===== src/rtl/axi_bresp_merge.sv =====
// Merges per-sub-burst B responses into one B response per original burst.
// Tracker FIFO holds {id, cnt}; responses are processed strictly in order.
module axi_bresp_merge #(
  parameter int ID_WIDTH   = 8,
  parameter int USER_WIDTH = 2,
  parameter int CNT_WIDTH  = 2,
  parameter int TRK_DEPTH  = 8
) (
  input  logic                         clk,
  input  logic                         reset_,
  input  logic [ID_WIDTH-1:0]          in_trk_id,
  input  logic [CNT_WIDTH-1:0]         in_trk_cnt,
  input  logic                         in_trk_valid,
  output logic                         out_trk_ready,
  input  logic [ID_WIDTH-1:0]          in_sbid,
  input  logic [1:0]                   in_sbresp,
  input  logic [USER_WIDTH-1:0]        in_sbuser,
  input  logic                         in_sbvalid,
  output logic                         out_sbready,
  output logic [ID_WIDTH-1:0]          out_bid,
  output logic [1:0]                   out_bresp,
  output logic [USER_WIDTH-1:0]        out_buser,
  output logic                         out_bvalid,
  input  logic                         in_bready,
  output logic                         out_id_err,
  output logic [$clog2(TRK_DEPTH):0]   out_trk_level
);

  localparam int PW = $clog2(TRK_DEPTH);
  localparam int LW = PW + 1;
  localparam int EW = ID_WIDTH + CNT_WIDTH;

  typedef enum logic [1:0] {
    S_IDLE,
    S_ACCUM,
    S_RESP
  } state_t;

  state_t r_state;
  state_t w_next;

  logic [EW-1:0]         r_mem [TRK_DEPTH];
  logic [PW-1:0]         r_wptr;
  logic [PW-1:0]         r_rptr;
  logic [LW-1:0]         r_level;

  logic [ID_WIDTH-1:0]   r_id;
  logic [CNT_WIDTH-1:0]  r_rem;
  logic [CNT_WIDTH-1:0]  r_cnt;
  logic [1:0]            r_worst;
  logic                  r_xok;
  logic [USER_WIDTH-1:0] r_user;
  logic                  r_id_err;

  logic                  w_push;
  logic                  w_pop;
  logic                  w_empty;
  logic                  w_load;
  logic                  w_accept;
  logic                  w_last;
  logic                  w_idmis;
  logic [ID_WIDTH-1:0]   w_head_id;
  logic [CNT_WIDTH-1:0]  w_head_cnt;
  logic [1:0]            w_sev;
  logic [1:0]            w_worst_nxt;

  assign out_trk_ready = (r_level != LW'(TRK_DEPTH));
  assign out_trk_level = r_level;
  assign w_empty       = (r_level == '0);
  assign w_push        = in_trk_valid & out_trk_ready;
  assign w_pop         = out_bvalid & in_bready;
  assign {w_head_id, w_head_cnt} = r_mem[r_rptr];

  assign out_sbready = (r_state == S_ACCUM);
  assign out_bvalid  = (r_state == S_RESP);
  assign w_load      = (r_state == S_IDLE) & ~w_empty;
  assign w_accept    = in_sbvalid & out_sbready;
  assign w_last      = (r_rem == '0);
  assign w_idmis     = (in_sbid != r_id);

  // Codes 00 < 10 < 11 order numerically once EXOKAY folds to OKAY.
  always_comb begin
    w_sev = (in_sbresp == 2'b01) ? 2'b00 : in_sbresp;
    if (w_idmis && w_sev == 2'b00)
      w_sev = 2'b10;
    w_worst_nxt = (w_sev > r_worst) ? w_sev : r_worst;
  end

  assign out_bid   = r_id;
  assign out_buser = r_user;
  assign out_bresp = (r_cnt == '0 && r_xok) ? 2'b01 : r_worst;
  assign out_id_err = r_id_err;

  always_ff @(posedge clk) begin
    if (w_push)
      r_mem[r_wptr] <= {in_trk_id, in_trk_cnt};
  end

  always_ff @(posedge clk or negedge reset_) begin
    if (!reset_) begin
      r_wptr  <= '0;
      r_rptr  <= '0;
      r_level <= '0;
    end else begin
      if (w_push)
        r_wptr <= r_wptr + PW'(1);
      if (w_pop)
        r_rptr <= r_rptr + PW'(1);
      if (w_push && !w_pop)
        r_level <= r_level + LW'(1);
      else if (!w_push && w_pop)
        r_level <= r_level - LW'(1);
    end
  end

  always_comb begin
    w_next = r_state;
    unique case (r_state)
      S_IDLE:  if (!w_empty) w_next = S_ACCUM;
      S_ACCUM: if (w_accept && w_last) w_next = S_RESP;
      S_RESP:  if (in_bready) w_next = S_IDLE;
      default: w_next = S_IDLE;
    endcase
  end

  always_ff @(posedge clk or negedge reset_) begin
    if (!reset_)
      r_state <= S_IDLE;
    else
      r_state <= w_next;
  end

  always_ff @(posedge clk or negedge reset_) begin
    if (!reset_) begin
      r_id     <= '0;
      r_rem    <= '0;
      r_cnt    <= '0;
      r_worst  <= 2'b00;
      r_xok    <= 1'b0;
      r_user   <= '0;
      r_id_err <= 1'b0;
    end else begin
      r_id_err <= w_accept & w_idmis;
      if (w_load) begin
        r_id    <= w_head_id;
        r_rem   <= w_head_cnt;
        r_cnt   <= w_head_cnt;
        r_worst <= 2'b00;
        r_xok   <= 1'b1;
      end else if (w_accept) begin
        r_worst <= w_worst_nxt;
        r_xok   <= r_xok & (in_sbresp == 2'b01) & ~w_idmis;
        r_user  <= in_sbuser;
        if (!w_last)
          r_rem <= r_rem - CNT_WIDTH'(1);
      end
    end
  end

endmodule


===== config.mk =====
export PLATFORM = sky130hd
export DESIGN_NAME = axi_bresp_merge
export DESIGN_NICKNAME = d
export VERILOG_FILES = /design/src/rtl/axi_bresp_merge.sv
export SDC_FILE = /design/constraint.sdc
export NUM_CORES = 1
export LEC_CHECK = 0
export BUFFER_PORTS_ARGS = -buffer_cell sky130_fd_sc_hd__buf_4
export CAP_MARGIN = 10
export CORE_ASPECT_RATIO = 1.25
export CORE_MARGIN = 4
export CORE_UTILIZATION = 30
export DETAILED_ROUTE_END_ITERATION = 8
export GPL_TIMING_DRIVEN = 0
export HOLD_SLACK_MARGIN = 0.12
export SYNTH_ARGS = -nofsm -noshare
export SYNTH_HDL_FRONTEND = slang
export SYNTH_SLANG_ARGS = --single-unit

===== constraint.sdc =====
create_clock -name clk -period 6.81 [get_ports clk]
set_input_delay 0.681 -clock clk [delete_from_list [all_inputs] [get_ports clk]]
set_output_delay 0.681 -clock clk [all_outputs]
set_load 0.1 [all_outputs]

### Word level (Yosys, flattened, before mapping)

Memory sizes are Yosys's and may differ from the RTL's.
Index checks and enable logic that the tools add are counted.

| operators by class | value |
|---|---|
| add/sub/neg operators | 5 |
| magnitude comparators | 1 |
| equality and inequality tests | 9 |
| multiplexer cells | 19 |
| bitwise operators | 10 |
| reduce and logical (&&, ||, !) cells | 19 |

Operator list:

| kind | number |
|---|---|
| $mux 2 | 12 |
| $logic_not 2->1 | 4 |
| $mux 4 | 2 |
| $ne 8x8->1 | 1 |
| $and 1x1->1 | 7 |
| $add 3x1->3 const B | 2 |
| $pmux 2 s3 | 1 |
| $reduce_and 2->1 | 3 |
| $reduce_bool 2->1 | 3 |
| $logic_and 1x1->1 | 5 |
| $add 4x1->4 const B | 1 |
| $eq 2x1->1 const B | 2 |
| $logic_not 4->1 | 1 |
| $mux 1 | 4 |
| $ne 2x1->1 const B | 2 |
| $ne 2x2->1 const B | 2 |
| $ne 4x4->1 const B | 1 |
| $sub 4x1->4 const B | 1 |
| $not 1->1 | 3 |
| $reduce_and 3->1 | 1 |
| $eq 2x2->1 const B | 1 |
| $gt 2x2->1 | 1 |
| $logic_not 1->1 | 2 |
| $sub 2x1->2 const B | 1 |

| storage, ports and cells | value |
|---|---|
| register bits | 30 |
| RAM bits | 80 |
| memories kept | 1 |

Memory list:

| name | words | width | read ports | clocked after Yosys merged registers in | write ports | RTL line | text |
|---|---|---|---|---|---|---|---|
| r_mem | 8 | 10 | 1 | 0 | 1 | 42 | `logic [EW-1:0] r_mem [TRK_DEPTH];` |

### Logic depth before layout (Yosys ltp)

| logic depth | value |
|---|---|
| word-level depth | 9 |
| depth in mapped cells | 10 |
| gate-level depth less buffers | 9 |

### Worst setup path after synthesis

No wires, ideal clock.

| path | value |
|---|---|
| kind | register -> register |
| from | reg r_state[0] |
| to | reg r_level[3], in the netlist out_trk_level[3] |
| setup time | 0.136 ns |
| arrival time | 3.498 ns |
| data required time | 6.674 ns |
| path slack | 3.176 ns |
| stages on the path, launching flop included | 9 |
| buffers on the path | 0 |
| clock period less this slack | 3.634 ns |
| path through | dfrtp_1 > nor2b_1 > nand2_1 > ha_1 > inv_1 > ha_1 > a21o_1 > a2111oi_0 > o31ai_1 |

| between the ends | value |
|---|---|
| cells in the longest elaborated chain, start to end | 5 |
| elaborated cells between the ends (all ways) | 7 |
| classes of those cells | 1 x eq/ne; 1 x mux; 1 x bitwise; 4 x reduce/logical |

RTL lines:

| what | RTL line | text |
|---|---|---|
| start: declaration | 39 | `state_t r_state;` |
| start signal: assignment | 130 | `r_state <= w_next;` |
| $eq 2x2->1 (*) | 75 | `assign out_bvalid = (r_state == S_RESP);` |
| named net out_bvalid | 23 | `output logic out_bvalid,` |
| $and 1x1->1 (*) | 71 | `assign w_pop = out_bvalid & in_bready;` |
| $logic_not 1->1 | 109 | `if (w_push && !w_pop)` |
| $logic_and 1x1->1 | 109 |  |
| $mux 4 or $reduce_bool 2->1 (tied branches) | -- |  |
| end signal: assignment | 110 | `r_level <= r_level + LW'(1);` |
| end signal: assignment | 112 | `r_level <= r_level - LW'(1);` |
| end: declaration | 45 | `logic [LW-1:0] r_level;` |

The timed path passes the listed nets; every way through them passes the cells marked *.
A chain may end at the register's enable or synchronous reset.

### Worst setup path in the final report

| path | value |
|---|---|
| from | reg r_level[1], in the netlist out_trk_level[1] |
| to | reg r_level[3], in the netlist out_trk_level[3] |

| between the ends | value |
|---|---|
| cells in the longest elaborated chain, start to end | 5 |
| elaborated cells between the ends (all ways) | 10 |
| classes of those cells | 2 x add/sub; 1 x eq/ne; 2 x mux; 1 x bitwise; 4 x reduce/logical |

RTL lines:

| what | RTL line | text |
|---|---|---|
| $ne 4x4->1 (*) | 67 | `assign out_trk_ready = (r_level != LW'(TRK_DEPTH));` |
| $and 1x1->1 (*) | 70 | `assign w_push = in_trk_valid & out_trk_ready;` |
| named net w_push | 55 | `logic w_push;` |
| $logic_not 1->1 | 111 | `else if (!w_push && w_pop)` |
| $logic_and 1x1->1 | 111 |  |
| $reduce_bool 2->1 (no line) | -- |  |

The timed path passes the listed nets; every way through them passes the cells marked *. The select of a mux whose other input is x is not followed.

==> metrics.txt <==
Worst Setup End Kind=register; routability cong.=0.765; clock skew=7.29 ps; diode count=0; WS Path Type=reg2reg; Starting Density=approximately 30%; Post-synth top cells=80 x edfxtp_1, 30 x dfrtp_1, 25 x nand2_1; fmax=345 MHz; Setup Viol. Count Final=0; antenna violations before repair=0; DP HPWL=between 6000 and 7000 µm; die extent in x=approximately 120 µm; Tot GR Track Use=10.8%; first-pass GRT wire length=around 14000 µm; Synth Instances=270; number of distinct library cells after synthesis=43; area share of the largest cell type after synthesis=52.9%; initial drt markers=about 110; Hold Buf Count CTS=0; Post-synth ARST share=between 20% and 30%; Main synth FF type=edfxtp_1; nets@finish=365; P&R area growth vs syn=20.0%; Setup crit start kind=register; die area=between 15000 and 20000 µm²; clock slew at reported path FFs=70 ps; Max Cap Viol=0; number of synthesized flops with an enable pin=80; Power Density=approximately 480 nW/µm²; Leak Pwr=1.97 nW; final hold violations=0; clk root buf=clkbuf_16; Worst Hold Class=in2async; CTS tree=built; Slew @ Worst Pin=1100 ps; DR vias/cell=approximately 4.7; TNS Setup=0 ps; Final Max Slew Viols=0; Post-Syn Nets=306; number of global-route vias before repair=2594; # DRC=0; grt ovf=0; number of port buffers=46; WP data arrival=roughly 3100 ps; share of layout cells above drive strength 1=between 20% and 30%; count leader, synth=edfxtp_1; final worst-path cycle share=42.6%; syn avg cell area=16.8 µm²; register area share after synthesis=69.4%; post-CTS resize count=0; pin count of the biggest net entering global routing=31; via count=between 2000 and 2500; final wirelength=8750 µm; core area=15000 µm²; area leader, netlist=edfxtp_1; Peak VDD IR=0.153 mV; Critical Path RT=between 7000 and 8000 ps; H-Tree Depth=3; Finished Core Util=36.5%; Area contributors post-synth=edfxtp_1 53%, dfrtp_1 17%, mux4_2 9.9%, xnor2_1 2.7%, ha_1 2.2%; CTS max path bufs=2; outcome=finished clean; TritonCTS Sinks=110; Ys Warns=0; Pre-Repair DR Iteration Count=4; num ports=47; Clk Latency, worst-skew pair=approximately 350 ps; Routed Antenna Nets=0; Synth Register Bits=110; DR WL/cell=17.0 µm; synthesized area=4540 µm²; postcts setup bufs=0; unrepaired setup endpoints after global routing=false; # rows=50; max_slew headroom=26.7%; Worst Path Max Fanout=6; minimum clock period=2900 ps; clock buffer count from CTS=9; Die Span Y=146 µm
==> state kept, by name, indices dropped and copies added (netlist names) <==
name	cells
r_xok	1
r_worst	2
out_buser	2
r_wptr	3
out_id_err	1
r_mem	80
r_rem	2
r_rptr	3
out_trk_level	4
out_bid	8
r_state	2
r_cnt	2
==> worst max-delay path: stages, from the launching register on <==
cell and delay [ps]:
dfrtp_1 450, or4b_4 570, and2_4 170, buf_6 120, ha_1 230, inv_1 160, ha_1 260, a21o_1 200
a2111oi_0 460, o31ai_1 140
==> area by class of cell <==
type,instances,area [µm²]
buffer,9,51.3
clock buffer,9,225
clock inverter,7,78.8
fill,1378,9500
inverter,5,18.8
multi-input combinational,146,1330
sequential,110,3150
tap,182,228
timing repair buffer,48,368
==> worst paths after layout <==
path | start | endpoint | slack [ps] | cells past startpoint
max in group asynchronous | reset_ | out_bid[0] | 6280 | 1
worst max register to register | out_trk_level[1] | out_trk_level[3] | 3910 | 9
worst min register to register | r_cnt[1] | r_cnt[1] | 500 | 2
worst min-delay path | reset_ | out_trk_level[0] | 250 | 1
min in group clk | r_cnt[1] | r_cnt[1] | 500 | 2
worst max-delay path | out_trk_level[1] | out_trk_level[3] | 3910 | 9
==> routing by layer <==
| layer | GRT usage, % | vias up | part of all wire, % |
|---|---|---|---|
| li1 | - | 1150 | - |
| met1 | 12.2 | 1210 | 41 |
| met2 | 18.8 | 56 | 52 |
| met3 | 3.89 | 13 | 4.9 |
| met4 | 4.11 | 0 | 2.1 |
| met5 | 0 | - | 0 |
==> through the flow <==
step / setup WS (ps) / std cells / cell area (µm²) / total power, mW / hold WS (ps)
2_1_floorplan: 3180 / 270 / 4540 / 1.82 / 385
3_3_place_gp: 3860 / 498 / 5120 / 2.06 / 482
3_5_place_dp: 3920 / 500 / 5150 / 2.10 / 489
4_1_cts: 3910 / 516 / 5450 / 2.64 / 257
5_1_grt: 3750 / 516 / 5450 / 2.74 / 272
6_report: 3910 / 516 / 5450 / 2.59 / 249
==> cells in the final DEF (no fill, tap or decap), drive strengths merged, types with 2 or more instances in the layout <==
master   n
a21oi    2
and2     2
buf     56
clkbuf  10
clkinv   2
dfrtp   30
edfxtp  80
ha       8
inv      8
mux2     5
mux2i   10
mux4    20
nand2   25
nand2b   3
nand3    2
nand4    2
nor2    13
nor2b    4
nor3     5
o21ai   13
xnor2   14
==> kinds of logic after synthesis <==
kind of cell	synth area share (%)
AND/OR/NAND/NOR	6.80
buffers and inverters	1.54
adder cells (fa/ha/maj)	2.64
XOR/XNOR	2.89
AO/OA/AOI/OAI	3.30
multiplexers	13.4
flip-flops	69.4
==> report_power, final <==
group          leakage [nW]  switching, mW  internal, mW
Sequential             1.09         0.0988         0.881
Clock                 0.146          0.240         0.290
Combinational         0.732          0.738         0.347
(Power assumes the default switching activity.)
